## config.mk

```make
export PLATFORM = sky130hd
export DESIGN_NAME = cmp_pipe_stage
export DESIGN_NICKNAME = d
export VERILOG_FILES = /design/src/rtl/cmp_pipe_stage.sv
export SDC_FILE = /design/constraint.sdc
export NUM_CORES = 1
export LEC_CHECK = 0
export BUFFER_PORTS_ARGS = -buffer_cell sky130_fd_sc_hd__buf_2
export CORE_MARGIN = 1
export CORE_UTILIZATION = 25
export CTS_CLUSTER_DIAMETER = 40
export DETAILED_ROUTE_END_ITERATION = 10
export SLEW_MARGIN = 20
export SYNTH_ARGS = -nofsm -noshare
export SYNTH_HDL_FRONTEND = slang
export SYNTH_SLANG_ARGS = --single-unit
```

## constraint.sdc

```tcl
create_clock -name clk -period 2 [get_ports clk]
set_input_delay 0.5 -clock clk [delete_from_list [all_inputs] [get_ports clk]]
set_output_delay 0.5 -clock clk [all_outputs]
set_load 0.03 [all_outputs]
```

## src/rtl/cmp_pipe_stage.sv

```systemverilog
// cmp_pipe_stage: two-stage split-half signed/unsigned comparator with valid/ready handshake.
// Define CMP_STATS_EN to add a saturating eq_count of equal results delivered.
module cmp_pipe_stage #(
  parameter int WIDTH = 32,
  parameter int TAG_W = 4
) (
  input  logic             clk,
  input  logic             rst,
  input  logic             in_valid,
  output logic             in_ready,
  input  logic [WIDTH-1:0] a,
  input  logic [WIDTH-1:0] b,
  input  logic [TAG_W-1:0] in_tag,
  output logic             out_valid,
  input  logic             out_ready,
  output logic             eq,
  output logic             lt,
  output logic             ltu,
  output logic             zero,
`ifdef CMP_STATS_EN
  output logic [15:0]      eq_count,
`endif
  output logic [TAG_W-1:0] out_tag
);
  localparam int H = WIDTH / 2;
  typedef struct packed {
    logic [TAG_W-1:0] tag;
    logic             zero;
    logic             hi_eq;
    logic             lo_eq;
    logic             hi_lt;
    logic             hi_ltu;
    logic             lo_ltu;
  } s1_t;
  typedef struct packed {
    logic [TAG_W-1:0] tag;
    logic             eq;
    logic             lt;
    logic             ltu;
    logic             zero;
  } s2_t;
  logic s1_valid_q, s1_valid_d, s2_valid_q, s2_valid_d, s2_adv, in_xfer;
  s1_t  s1_q, s1_d;
  s2_t  s2_q, s2_d;
  assign s2_adv   = s1_valid_q & (~s2_valid_q | out_ready);
  assign in_ready = ~s1_valid_q | s2_adv;
  assign in_xfer  = in_valid & in_ready;
  always_comb begin
    s1_valid_d = in_xfer | (s1_valid_q & ~s2_adv);
    s2_valid_d = s2_adv | (s2_valid_q & ~out_ready);
    s1_d = in_xfer ? {in_tag, a == '0, a[WIDTH-1:H] == b[WIDTH-1:H], a[H-1:0] == b[H-1:0],
                      $signed(a[WIDTH-1:H]) < $signed(b[WIDTH-1:H]),
                      a[WIDTH-1:H] < b[WIDTH-1:H], a[H-1:0] < b[H-1:0]} : s1_q;
    s2_d = s2_adv ? {s1_q.tag, s1_q.hi_eq & s1_q.lo_eq,
                     s1_q.hi_lt | (s1_q.hi_eq & s1_q.lo_ltu),
                     s1_q.hi_ltu | (s1_q.hi_eq & s1_q.lo_ltu), s1_q.zero} : s2_q;
  end
  always_ff @(posedge clk) begin
    if (rst) begin
      s1_valid_q <= 1'b0;
      s2_valid_q <= 1'b0;
      s1_q       <= '0;
      s2_q       <= '0;
    end else begin
      s1_valid_q <= s1_valid_d;
      s2_valid_q <= s2_valid_d;
      s1_q       <= s1_d;
      s2_q       <= s2_d;
    end
  end
  assign out_valid = s2_valid_q;
  assign eq        = s2_q.eq;
  assign lt        = s2_q.lt;
  assign ltu       = s2_q.ltu;
  assign zero      = s2_q.zero;
  assign out_tag   = s2_q.tag;
`ifdef CMP_STATS_EN
  logic [15:0] eq_count_q, eq_count_d;
  always_comb eq_count_d = (s2_valid_q & out_ready & s2_q.eq & ~&eq_count_q) ? eq_count_q + 16'd1 : eq_count_q;
  always_ff @(posedge clk) begin
    if (rst) eq_count_q <= '0;
    else eq_count_q <= eq_count_d;
  end
  assign eq_count = eq_count_q;
`endif
endmodule

```

[After elaboration in Yosys (flattened, before gate mapping)]
Index checks and enable logic that the tools add are counted.
Operators by class
  add/subtract/negate cells: 0
  multiply operators: 0
  div/mod/pow operators: 0
  magnitude comparators: 3
  eq/ne operators: 2
  shifts and indexed selects: 0
  mux-type cells: 0
  bitwise logic cells: 16
  reductions and logical operators: 1
Operators with widths (count)
  < comparator 16 bit: 3
  == test 16 bit: 2
  logical NOT 32 bit: 1
  bitwise AND 1 bit: 6
  OR 1 bit: 6
  inverter 1 bit: 4
Storage, ports and cells
  register bits after elaboration: 20
  bits in latches: 0
  bits in writable memories: 0
  ROM bits: 0
  bits of input ports: 72
  word-level logic and storage cells: 36
  memories: 0

[Depth between registers and ports, before layout]
  word-level depth: 6
  gate-level depth with buffers: 7
  mapped depth without buffers: 7

[Least setup slack after synthesis]
OpenSTA, ideal clock, no wires.
  kind: input -> register
  start: input port b[31]
  end: register s1_q[4] in the netlist's numbering
  setup time: 0.070 ns
  arrival time: 2.097 ns
  required time: 1.930 ns
  slack: -0.167 ns
  stages: 6
  cells stage by stage: inv_1 > ha_1 > nand4_1 > or4_1 > or4_1 > a21oi_1
On the way
  word-level cells in the longest chain between the ends: 1
RTL lines
  from (decl): RTL line 12  | input logic [WIDTH-1:0] b,
  == test 16 bit: RTL line 51  | s1_d = in_xfer ? {in_tag, a == '0, a[WIDTH-1:H] == b[WIDTH-1:H], a[H-1:0] == b[H-1:0],
  to (signal assigned): RTL line 62  | s1_q <= '0;
  to (signal assigned): RTL line 67  | s1_q <= s1_d;
  to (decl): RTL line 43  | s1_t s1_q, s1_d;
No other way between the ends.
A chain may end at the register's enable or synchronous reset.

[Worst setup path after layout]
  start: input port a[25]
  end: register s1_q[4] in the netlist's numbering
On the way
  word-level cells in the longest chain between the ends: 1
RTL lines
  from (decl): RTL line 11  | input logic [WIDTH-1:0] a,
  == test 16 bit: RTL line 51
No other way between the ends.

==> results.ini <==
[clock_network]
cts_tree = yes
cts-root-buf = clkbuf_8
clkSinkCount = 20
ctsResizeCount = 0
cts_setup_buffers = 0
cts.clk_slew.worst_paths_ns = 0.07
h-tree-depth = 1
clockBufferDepth = 2
clkLatencyLatePin_ns = 0.26
postCtsHoldBufs = 0
cts_buffers = 3

[floorplan]
die_w_um = 81.9
design.die.area_um2 = 6700
io_pins = 82
coreArea_um2 = 6030
die_h_um = 81.9
rows = 28
initial_utilization = 0.265

[setup_path]
timing.rr.end = s1_q[0]
reg2reg_depth = 5
cp.arrival_ns = 2.09
worst_path_max_delay_cell = or4_1
rr_startpoint = s1_valid_q
critPathMaxStageDelay_ns = 0.53
worstSetupStartpointType = primary input
cp_top_family = simple AND/OR/NAND/NOR gates
cp_max_fo = 2
ff2ff_setup_slack_ns = 0.60
path_cells = buf_2 > ha_1 > nand4_1 > or4_1 > or4_1 > a21oi_1
worst-path-buf-inv = 1
cp_common_cell = or4_1
cp.depth = 6
worstPathRequired_ns = 2.19
setup.worst_path.class = in -> reg
end_kind = register

[synthesis]
synth-main-ff-cell = dfxtp_1
ys_seq_area_frac = 0.251
netlist_area_um2 = 1600
yosys.cell_types.count = 32
ys_warn_count = 0
synth_edf_count = 0
synth-seq-cells = 20
syn_avg_cell_area_um2 = 7.74
async_reset_ff_frac = 0
synth_cells = 206
synthesis.nets = 310

[timing]
worst_pin_slew_ns = 0.399
period_share = 0.950
rsz0062_at_grt = no
min_period_ns = 1.90
slew_viol_final = 0
finalSetupViolations = 0
fin_skew_ns = 0.00890
setup_slack_ns = 0.0994
slew_headroom = 0.731
fmax_ghz = 0.526
hold_viol = 0

[final_layout]
antenna_cells = 0
finish.utilization = 0.380
area_growth_pct = 43.6
n_fill_cell = 672
drive_gt1_frac = 0.350
fin_nets = 411
final_cell_area_um2 = 2290

[global_route]
track_usage = 0.127
grt_pass1_vias = 1635
grt_pass1_wl_um = 6760
grt_max_degree = 20
overflow = 0
antenna_found_initial = 0

[route]
vias = 1692
drt_first_pass_iters = 3
vias_per_cell = 4.44
post_drt_wl_per_cell_um = 10.7
route.detailed.drc = 0
first_iter_violations = 40
ant_nets = 0
drt-total-wl_um = 4090

[place]
numPortBuffers = 81
dpl.hpwl_um = 3610
place.gp.congestion = 0.774
placed_cell_area_um2 = 2220
dp_slack_ns = -0.173

[run]
cap_viol_max_count = 0

[hold_path]
whs_path_depth = 2
hold_end = s1_q[1]
holdCritStartpoint = s1_q[1]
min_path_type = reg -> reg

[power]
p_leak_nw = 1.23
power_density_nw_per_um2 = 496
peakVddDrop_mv = 0.396

[run_status]
outcome = completed

[sequential cells by signal, indices dropped and copies added, names as in the netlist]
name,count
zero,1
s1_q,10
out_valid,1
eq,1
s1_valid_q,1
lt,1
out_tag,4
ltu,1
[stage by stage]
step           TNS (ns)  power (mW)  std cells  hold WS [ns]
2_1_floorplan         0       0.597        206         0.426
3_3_place_gp     -0.334       0.741        377         0.440
3_5_place_dp     -0.479       0.749        377         0.444
4_1_cts               0        1.15        381         0.452
5_1_grt               0        1.22        381         0.475
6_report              0        1.14        381         0.450
[final cells by class]
type / instances / area, µm² / share of cell area
well taps: 75 / 93.8 / 0.0410
multi-input cells: 147 / 1050 / 0.457
repair buffers: 100 / 548 / 0.239
clock buffers: 3 / 41.3 / 0.0180
clock inverters: 1 / 30.0 / 0.0131
inverters: 35 / 131 / 0.0573
flip-flops and latches: 20 / 400 / 0.175
[how the worst max path moves through the flow]
stage               start      end  slack (ns)
floorplan           b[27]  s1_q[4]        0.01
global placement    a[25]  s1_q[4]       -0.15
detailed placement  a[25]  s1_q[4]       -0.17
CTS                 a[25]  s1_q[4]        0.09
global route        b[25]  s1_q[4]        0.02
finish              a[25]  s1_q[4]         0.1
[cell families after synthesis]
logic type | synth area share
AOI/OAI and AO/OA | 0.169
adders and majority gates | 0.251
buffers and inverters | 0.101
muxes | 0.00627
and+or+nand+nor | 0.222
DFF | 0.251
[layout by cell type (no fill, tap or decap), drive strengths merged, types with 2 or more instances in the layout]
cell type and count:
a211oi 2, nor2 6, buf 100, a21oi 30, nor4 8, nand2 25
nor3 4, nand3 6, ha 32, dfxtp 20, nor2b 4, clkbuf 3
or4 2, inv 35, nand4 6, a21o 3, o21ai 6
[power by group]
| group | internal (mW) | leakage [nW] | switching (mW) |
|---|---|---|---|
| Combinational | 0.157 | 1.03 | 0.154 |
| Clock | 0.267 | 0.0357 | 0.133 |
| Sequential | 0.415 | 0.163 | 0.0103 |
[cells in the mapped netlist, types with 3 or more instances]
master	instances	area [µm²]
ha_1	32	400
nand4_1	6	37.5
inv_1	35	131
dfxtp_1	20	400
a21oi_1	30	150
nor2_1	6	22.5
nand3_1	6	30.0
nor2b_1	4	25.0
nor3_1	4	20.0
a21o_1	3	22.5
nor4_1	8	50.1
nand2_1	24	90.1
o21ai_0	5	25.0
[tightest hold or removal path, stage by stage, from the launching register on]
cell     delay [ns]
dfxtp_1        0.31
nand2_1        0.05
o21ai_1        0.05
[layer usage]
metal	track usage	part of all wire	vias up
met5	0	0	-
li1	-	-	924
met1	0.161	0.49	719
met3	0.0256	0.046	2
met4	0.0105	0.0015	0
met2	0.226	0.46	47
(Power assumes the default switching activity.)
